--- src/rtl/v_lsu_sequencer.sv ---
// Vector LSU sequencer: splits one load/store request into 4-element beats across four memory banks.
// Latency: first beat 1 cycle after handshake; holds on beat_ready=0; done pulses the cycle after the last beat.
module v_lsu_sequencer #(
   parameter int VLEN   = 128,
   parameter int ADDR_W = 14
) (
   input  logic              clk,
   input  logic              rst,
   input  logic              req_valid,
   output logic              req_ready,
   input  logic              req_store,
   input  logic              req_strided,
   input  logic [2:0]        req_vsew,
   input  logic [2:0]        req_lmul,
   input  logic [ADDR_W-1:0] req_base,
   input  logic [4:0]        req_stride,
   output logic              beat_valid,
   input  logic              beat_ready,
   output logic [3:0]        beat_idx,
   output logic [ADDR_W-1:0] bank_addr0,
   output logic [ADDR_W-1:0] bank_addr1,
   output logic [ADDR_W-1:0] bank_addr2,
   output logic [ADDR_W-1:0] bank_addr3,
   output logic [3:0]        bank_we,
   output logic              busy,
   output logic              done,
   input  logic              flush
);

   // Beats per register: each beat carries four elements.
   localparam logic [4:0] BPR8  = 5'(VLEN / 32);
   localparam logic [4:0] BPR16 = 5'(VLEN / 64);
   localparam logic [4:0] BPR32 = 5'(VLEN / 128);

   typedef enum logic [1:0] {IDLE, RUN, DONE} state_t;

   state_t            state, state_nxt;
   logic [3:0]        cnt, cnt_nxt;
   logic              store_q, strided_q;
   logic [2:0]        vsew_q, lmul_q;
   logic [ADDR_W-1:0] base_q;
   logic [4:0]        stride_q;
   logic [4:0]        bpr, nreg;
   logic [9:0]        total;
   logic              last_beat;
   logic              accept;
   logic [ADDR_W-1:0] addr [4];

   always_ff @(posedge clk) begin
      if (rst) begin
         state     <= IDLE;
         cnt       <= '0;
         store_q   <= 1'b0;
         strided_q <= 1'b0;
         vsew_q    <= '0;
         lmul_q    <= '0;
         base_q    <= '0;
         stride_q  <= '0;
      end else begin
         state <= state_nxt;
         cnt   <= cnt_nxt;
         if (accept) begin
            store_q   <= req_store;
            strided_q <= req_strided;
            vsew_q    <= req_vsew;
            lmul_q    <= req_lmul;
            base_q    <= req_base;
            stride_q  <= req_stride;
         end
      end
   end

   always_comb begin
      bpr = BPR32;
      case (vsew_q)
         3'b000:  bpr = BPR8;
         3'b001:  bpr = BPR16;
         default: bpr = BPR32;
      endcase
      nreg = 5'd1;
      case (lmul_q)
         3'b001:  nreg = 5'd2;
         3'b010:  nreg = 5'd4;
         default: nreg = 5'd1;
      endcase
      total     = 10'(bpr) * 10'(nreg);
      last_beat = ({6'd0, cnt} == total - 10'd1);
   end

   assign req_ready = (state == IDLE) && !rst;
   assign accept    = req_valid && req_ready;

   always_comb begin
      state_nxt  = state;
      cnt_nxt    = cnt;
      beat_valid = 1'b0;
      busy       = 1'b0;
      done       = 1'b0;
      case (state)
         IDLE: begin
            if (accept) begin
               state_nxt = RUN;
               cnt_nxt   = '0;
            end
         end
         RUN: begin
            beat_valid = 1'b1;
            busy       = 1'b1;
            if (flush) begin
               state_nxt = IDLE;
               cnt_nxt   = '0;
            end else if (beat_ready) begin
               if (last_beat) begin
                  state_nxt = DONE;
                  cnt_nxt   = '0;
               end else begin
                  cnt_nxt = cnt + 4'd1;
               end
            end
         end
         DONE: begin
            // A flush landing on the done cycle swallows the pulse.
            done      = !flush && !rst;
            state_nxt = IDLE;
         end
         default: state_nxt = IDLE;
      endcase
   end

   // Element index of bank b at beat n is 4n+b; arithmetic wraps at ADDR_W bits.
   always_comb begin
      for (int b = 0; b < 4; b++) begin
         logic [ADDR_W-1:0] elem;
         elem = ADDR_W'({cnt, 2'b00}) + ADDR_W'(b);
         if (!beat_valid)
            addr[b] = '0;
         else if (strided_q)
            addr[b] = base_q + ADDR_W'(stride_q) * elem;
         else
            addr[b] = base_q + elem;
      end
   end

   assign beat_idx   = beat_valid ? cnt : 4'd0;
   assign bank_addr0 = addr[0];
   assign bank_addr1 = addr[1];
   assign bank_addr2 = addr[2];
   assign bank_addr3 = addr[3];
   assign bank_we    = {4{store_q & beat_valid}};

endmodule

--- config.mk ---
export PLATFORM = sky130hd
export DESIGN_NAME = v_lsu_sequencer
export DESIGN_NICKNAME = d
export VERILOG_FILES = /design/src/rtl/v_lsu_sequencer.sv
export SDC_FILE = /design/constraint.sdc
export NUM_CORES = 1
export LEC_CHECK = 0
export BUFFER_PORTS_ARGS = -buffer_cell sky130_fd_sc_hd__buf_2
export CAP_MARGIN = 20
export CORE_MARGIN = 5
export CORE_UTILIZATION = 51
export DETAILED_ROUTE_END_ITERATION = 8
export PLACE_DENSITY_LB_ADDON = 0.3
export SLEW_MARGIN = 20
export SYNTH_ARGS = -nofsm -noshare
export SYNTH_HDL_FRONTEND = slang
export SYNTH_SLANG_ARGS = --single-unit
--- constraint.sdc ---
create_clock -name clk -period 5.9 [get_ports clk]
set_input_delay 1.18 -clock clk [delete_from_list [all_inputs] [get_ports clk]]
set_output_delay 1.18 -clock clk [all_outputs]
set_load 0.01 [all_outputs]
==> metrics, run 1 <==
Via-to-Cell Ratio around 5.6; asr flop ratio synth 0%; Clock Latency Late Sink 0.27 ns; Avg WL per Cell approximately 17 microns; HP Class reg -> reg; Antenna Diode Count 0; GP Congestion 0.987; most frequent cell after synthesis nand2_1; global route overflow 0; post_cts resized 0; TritonCTS clock tree built; Die Width ~120 microns; io pins 100; gr usage total around a quarter; fmax ~0.18 GHz; largest net degree at the start of global routing 47; outcome completed; Worst Path Max Fanout 9; largest cells by area after synthesis ha_1, fa_1, dfxtp_1; Slew Limit Fails 0; crit path DAT approximately 4.5 ns; Layout area overhead 10.7%; post-DP HPWL around 15 mm; hold_buf cts 0; IO Port Bufs a little under 100; DIE AREA between 15000 and 20000 sq um; Leak Pwr around 0.0037 uW; ys flop type dfxtp_1; CP Capture Type primary output; Final min period 5.64 ns; synth cell count leaders nand2_1, ha_1, inv_1; clock skew 0.00321 ns; Post-synth EDFFs 0; # nets final roughly 1100; post-route insts no fill roughly 1100; core area ~13000 sq um; Die Height roughly 120 microns; hold slack between 0.4 and 0.5 ns; Tcrit/Tclk final between 90 and 100%; Final Hold Fails 0; Antenna Violating Nets Remaining 0; Max-Cap Viols 0; unrepaired setup endpoints after global routing false; power after layout 799 uW; startpoint types flop; YS warnings 0; pwr/cell area between 100 and 150 nW/um^2; Distinct cells, synth 67; Root Driver clkbuf_16; Setup Buffers After CTS 0; DR DRC count 0; setup_tns 0 ns; CTS H-tree lvls 2; first-pass GRT wire length ~30 mm; Initial DRC Count slightly above 400; post-synth top area share between 10% and 20%; post-synthesis sequential element count 33; Reg clk slew, reported paths roughly 0.060 ns; DP Cell Count between 1000 and 1500; Crit Path Category reg -> out; slew margin rel. between 30% and 40%; cell taking the most area after synthesis ha_1; Final Setup Violations 0; worst endpoint required time between 4 and 5 ns; WL final around 19 mm; via count 6195; clock tree buffer depth 2; Post-Syn Area roughly 6600 sq um; number of cell rows 41; peak supply drop 0.164 mV; drt pass-1 iters 5; Mapped Nets about 1000; share of cells above drive strength 1 between 10% and 20%; initial antenna violation count 1; sequential element share of the synthesized area 9.99%; number of buffers created by CTS 5; clk sinks 33; vias in the first global route between 5000 and 6000; Post-Synthesis Cells 866; Syn Area/Cell 7.63 sq um; Starting Density ~52%; Slew @ Worst Pin 1.03 ns
cell usage in the layout, fill, tap and decap left out, drive strengths merged, types with 5 or more instances in the layout:
cell type,instances
buf,111
a31oi,7
o21a,6
clkbuf,5
nor2,79
dfxtp,33
mux2,6
or3,9
inv,88
mux2i,17
a21o,11
nor3,16
xor2,19
and2,17
a21oi,71
nor2b,15
xnor2,34
nand2b,19
o211ai,9
o21ai,28
nand3,19
a211oi,19
ha,90
fa,44
nand2,105
where the power goes:
group	internal, uW	total (uW)	switching (uW)
combinational	120	293	172
sequential	233	254	21.6
clock	155	252	97.4
total	507	799	291
path summary, 6_finish.rpt:
path,cells past startpoint,slack [ns],startpoint,to
hold / removal,2,0.45,store_q$_SDFFE_PP0P_,store_q$_SDFFE_PP0P_
setup reg to reg,15,1.77,vsew_q[2]$_SDFFE_PP0P_,cnt[3]$_SDFFE_PP0P_
hold reg to reg,2,0.45,store_q$_SDFFE_PP0P_,store_q$_SDFFE_PP0P_
setup / recovery,14,0.26,stride_q[3]$_SDFFE_PP0P_,bank_addr1[13]
flip-flops by register name, indices dropped and copies added (netlist names):
signal / flops
base_q: 14
stride_q: 5
cnt: 4
lmul_q: 3
vsew_q: 3
state: 2
store_q: 1
strided_q: 1
stage by stage:
step                util, %  setup WS, ns  instance area [sq um]
finish                 57.7         0.261                   7310
global route           57.7        0.0182                   7310
CTS                    57.6       0.00187                   7300
detailed placement     56.5         0.309                   7150
global placement       56.5         0.399                   7150
floorplan                 -         0.534                   6610
critical path, cell delays in order (launching register included):
cell	delay, ns
dfxtp_1	0.42
and2_1	0.25
fa_1	0.57
inv_1	0.08
fa_1	0.53
inv_1	0.05
fa_1	0.48
ha_1	0.41
nand3_1	0.10
o211ai_1	0.28
o211ai_1	0.28
o211ai_1	0.36
xnor2_1	0.17
nor2_1	0.05
buf_2	0.16
cell families after synthesis:
kind of cell             Yosys count  share of synthesized area (%)
AO/OA/AOI/OAI                    180                           17.9
XOR/XNOR                          53                           7.02
adder cells (fa/ha/maj)          134                           30.4
buffers and inverters            140                           9.05
flip-flops                        33                           9.99
multiplexers                      23                           3.60
AND/OR/NAND/NOR                  303                           22.1
area by class of cell:
class                           count  area (sq um)
Clock buffer                        5           125
Clock inverter                      3          17.5
Timing Repair Buffer              111           586
Multi-Input combinational cell    693          5370
Fill cell                        1194          5360
Inverter                           88           330
Sequential cell                    33           673
Tap cell                          172           215
routing by layer:
metal  vias up  GRT usage [%]  part of all wire (%)
met2       225           40.6                    45
met5         -              0                 0.070
li1       3044              -                     -
met1      2876           32.6                    43
met3        48           5.18                   8.3
met4         2           8.93                   3.9
(Power assumes the default switching activity.)
==> inputs of run 2 (changes only) <==
--- a/config.mk
+++ b/config.mk
@@ -11,6 +11,7 @@
 export CORE_UTILIZATION = 51
 export DETAILED_ROUTE_END_ITERATION = 8
 export PLACE_DENSITY_LB_ADDON = 0.3
+export RECOVER_POWER = 25
 export SLEW_MARGIN = 20
 export SYNTH_ARGS = -nofsm -noshare
 export SYNTH_HDL_FRONTEND = slang
==> metrics, run 2 (synthesized netlist as in run 1, its figures left out) <==
setup_tns 0 ns; Reg clk slew, reported paths about 0.060 ns; core area about 13000 sq um; Antenna Violating Nets Remaining 0; Final Setup Violations 0; peak supply drop ~0.16 mV; CP Capture Type primary output; fmax ~0.18 GHz; number of buffers created by CTS 5; Die Width 124 microns; via count 6195; outcome completed; DR DRC count 0; share of cells above drive strength 1 approximately 16%; first-pass GRT wire length between 30 and 40 mm; unrepaired setup endpoints after global routing false; initial antenna violation count 1; Final min period ~5.7 ns; Worst Path Max Fanout 9; drt pass-1 iters 5; CTS H-tree lvls 2; Die Height 124 microns; Max-Cap Viols 0; global route overflow 0; Slew Limit Fails 0; Final Hold Fails 0; vias in the first global route roughly 6000; # nets final 1098; max reg flops 14; startpoint types flop; io pins 100; Avg WL per Cell between 15 and 20 microns; Initial DRC Count just over 400; commonest cells after routing, fill and taps aside nand2_1, buf_2, ha_1, inv_1, nor2_1; Via-to-Cell Ratio between 5 and 6; DIE AREA approximately 15000 sq um; Slew @ Worst Pin about 1.5 ns; biggest registers after layout base_q (14), stride_q (5), cnt (4); most common cell after layout, fill and taps aside nand2_1; clock skew about 0.0032 ns; worst endpoint required time approximately 4.7 ns; Starting Density a little over half; pwr/cell area 109 nW/um^2; HP Class reg -> reg; IO Port Bufs 99; Antenna Diode Count 0; GP Congestion 0.987; largest net degree at the start of global routing 47; gr usage total roughly a quarter; crit path DAT about 4.5 ns; TritonCTS clock tree built; clk sinks 33; WL final ~19 mm; clock tree buffer depth 2; Layout area overhead 10.6%; Crit Path Category reg -> out; Tcrit/Tclk final between 90% and 100%; Root Driver clkbuf_16; hold_buf cts 0; post-DP HPWL between 15 and 20 mm; number of cell rows between 40 and 50; setup ws final 0.242 ns; Clock Latency Late Sink between 0.2 and 0.3 ns; pre-CTS setup slack between 0.3 and 0.4 ns; slew margin rel. under 10%; Biggest register base_q; Leak Pwr 0.00366 uW
-- run 2: path summary, 6_finish.rpt --
path                                 start              endpoint  slack (ns)  cells after the start
hold / removal        store_q$_SDFFE_PP0P_  store_q$_SDFFE_PP0P_        0.45                      2
setup / recovery  stride_q[3]$_SDFFE_PP0P_        bank_addr1[13]        0.24                     14
hold reg to reg       store_q$_SDFFE_PP0P_  store_q$_SDFFE_PP0P_        0.45                      2
setup reg to reg    vsew_q[2]$_SDFFE_PP0P_   cnt[3]$_SDFFE_PP0P_        1.75                     15
-- run 2: area by class of cell --
class / instances / area, sq um
Clock buffer: 5 / 125
Clock inverter: 3 / 17.5
Fill cell: 1195 / 5360
Inverter: 88 / 330
Multi-Input combinational cell: 693 / 5370
Sequential cell: 33 / 673
Tap cell: 172 / 215
Timing Repair Buffer: 111 / 579
-- run 2: what timing repair did --
| action | CTS | global route |
|---|---|---|
| setup endpoints to repair | 0 | 6 |
| buffers inserted | 0 | 0 |
| resized for setup | 0 | 9 |
-- run 2: metrics by stage --
stage	hold slack [ns]	util, %	instances	total power [uW]	cell area (sq um)
6_report	0.453	57.7	1105	798	7310
5_1_grt	0.471	57.7	1105	852	7310
4_1_cts	0.455	57.6	1105	800	7300
3_5_place_dp	0.447	56.5	1097	549	7150
3_3_place_gp	0.445	56.5	1097	545	7150
2_1_floorplan	0.432	-	866	470	6610
-- run 2: critical path: stages (launching register included) --
cell and delay (ns):
dfxtp_1 0.42, and2_1 0.26, fa_1 0.57, inv_1 0.08
fa_1 0.53, inv_1 0.05, fa_1 0.48, ha_1 0.40
nand3_1 0.10, o211ai_1 0.28, o211ai_1 0.29, o211ai_1 0.36
xnor2_1 0.17, nor2_1 0.05, buf_2 0.16
-- run 2: report_power, final --
part           total [uW]  internal (uW)  switching, uW
Clock                 252            155           97.4
Sequential            254            233           21.7
Combinational         292            120            172
Total                 798            507            292
-- run 2: metal layers --
layer	vias to the layer above	routed length, microns	GRT usage (%)
met5	-	13	0
met4	2	722	8.93
met3	50	1540	5.18
met2	227	8380	40.6
met1	2872	7910	32.6
li1	3044	-	-
==> inputs of run 3 (changes only) <==
--- a/config.mk
+++ b/config.mk
@@ -8,7 +8,7 @@
 export BUFFER_PORTS_ARGS = -buffer_cell sky130_fd_sc_hd__buf_2
 export CAP_MARGIN = 20
 export CORE_MARGIN = 5
-export CORE_UTILIZATION = 51
+export CORE_UTILIZATION = 45
 export DETAILED_ROUTE_END_ITERATION = 8
 export PLACE_DENSITY_LB_ADDON = 0.3
 export RECOVER_POWER = 25
==> metrics, run 3 (synthesized netlist as in run 1, its figures left out) <==
slew margin rel. -35.9%; commonest cells after routing, fill and taps aside nand2_1, buf_2, ha_1, inv_1, nor2_1; clock tree buffer depth 2; GP Congestion around 0.96; CP Capture Type primary output; Crit path largest cell delay ~0.56 ns; number of cell rows between 40 and 50; Initial DRC Count 336; reg2reg path depth 15; TritonCTS clock tree built; Worst Path Max Fanout 9; fmax approximately 0.18 GHz; failing checks max-capacitance violations, max-slew violations; biggest registers after layout base_q (14), stride_q (5), cnt (4); Final Setup Violations 0; Biggest register base_q; global route overflow 0; number of buffers created by CTS 5; Crit path buffers/inverters 3; # fillers between 1000 and 1500; Clock Latency Late Sink 0.27 ns; outcome finished, violations left; first-pass GRT wire length between 30 and 40 mm; CP dominant cell by count fa_1; cell area after layout 7400 sq um; DIE AREA 17200 sq um; CTS H-tree lvls 2; largest net degree at the start of global routing 46; hold path start store_q$_SDFFE_PP0P_; HP Class reg -> reg; Reg clk slew, reported paths 0.05 ns; DR DRC count 0; critical path depth 14; pre-CTS setup slack around 0.33 ns; initial antenna violation count 0; Root Driver clkbuf_16; io pins 100; delay-heaviest family, CP adder cells; critical path's slowest cell dfxtp_1; Tcrit/Tclk final a little over nine tenths; Critical R2R Launch vsew_q[1]$_SDFFE_PP0P_; Crit Path Category reg -> out; Die Height 131 microns; Antenna Violating Nets Remaining 0; Via-to-Cell Ratio roughly 5.4; Leak Pwr about 0.0037 uW; WL final approximately 19 mm; Slew Limit Fails 82; clock skew 0.00287 ns; Max-Cap Viols 2; R2R setup slack approximately 1.8 ns; FF-to-FF End cnt[0]$_SDFFE_PP0P_; hold_buf cts 0; IO Port Bufs 99; pwr/cell area ~110 nW/um^2; Layout area overhead 12.0%; Antenna Diode Count 0; Post-Route Utilization 51.1%; Final Hold Fails 0; core area around 14000 sq um; Setup crit end bank_addr3[12]; crit path DAT about 4.5 ns; Starting Density a little under half; hold slack between 0.4 and 0.5 ns; post_cts resized 0; Avg WL per Cell approximately 17 microns; # nets final between 1000 and 1500; CP Cell Sequence and2_1 -> fa_1 -> fa_1 -> inv_1 -> fa_1 -> inv_1 -> ha_1 -> nor2b_1 -> o21a_1 -> nand3_1 -> nand3b_1 -> a311oi_1 -> mux2i_1 -> buf_2; via count 6089; Final min period about 5.6 ns; gr usage total between 20% and 30%; most common cell after layout, fill and taps aside nand2_1; crit path launch cnt[0]$_SDFFE_PP0P_; Die Width roughly 130 microns; Slew @ Worst Pin approximately 2.0 ns; post-DP HPWL between 15 and 20 mm; peak supply drop between 0.1 and 0.15 mV; Setup Buffers After CTS 0; clk sinks 33; startpoint types flop; placed cell area 7200 sq um; worst endpoint required time 4.72 ns; max reg flops 14; share of cells above drive strength 1 about 16%; setup ws final about 0.27 ns; power after layout around 850 uW; vias in the first global route 5988; drt pass-1 iters 5
[run 3: layout make-up]
type	instances	area, sq um	area share, %
inverter	88	330	4.46
clock inverter	1	30.0	0.406
multi-input combinational	693	5370	72.6
tap	184	230	3.11
sequential	33	666	8.99
clock buffer	7	143	1.93
timing repair buffer	116	629	8.50
[run 3: metal layers]
metal / wire (microns) / global-route usage [%]
met5: 0 / 0
met4: 380 / 4.97
met3: 823 / 2.33
met2: 9140 / 37.2
met1: 8700 / 28.9
[run 3: tightest hold or removal path, stage by stage, from the launching register on]
cell and delay [ns]:
dfxtp_1 0.30, nand2_1 0.05, a21oi_1 0.05
[run 3: per-stage QoR]
step,setup TNS (ns),std cells
6_report,0,1122
5_1_grt,-0.00380,1122
3_5_place_dp,0,1113
3_3_place_gp,0,1113
2_1_floorplan,0,866
4_1_cts,0,1121
[run 3: worst min path at each step]
| stage | end | slack, ns | cells after the start |
|---|---|---|---|
| floorplan | store_q$_SDFFE_PP0P_ | 0.43 | 2 |
| global placement | store_q$_SDFFE_PP0P_ | 0.44 | 2 |
| detailed placement | store_q$_SDFFE_PP0P_ | 0.44 | 2 |
| CTS | store_q$_SDFFE_PP0P_ | 0.45 | 2 |
| global route | store_q$_SDFFE_PP0P_ | 0.51 | 2 |
| finish | store_q$_SDFFE_PP0P_ | 0.45 | 2 |
[run 3: power by group]
group / total, uW / switching, uW / internal [uW]
clock: 299 / 88.3 / 211
combinational: 294 / 172 / 122
sequential: 256 / 22.9 / 233
total: 849 / 283 / 566
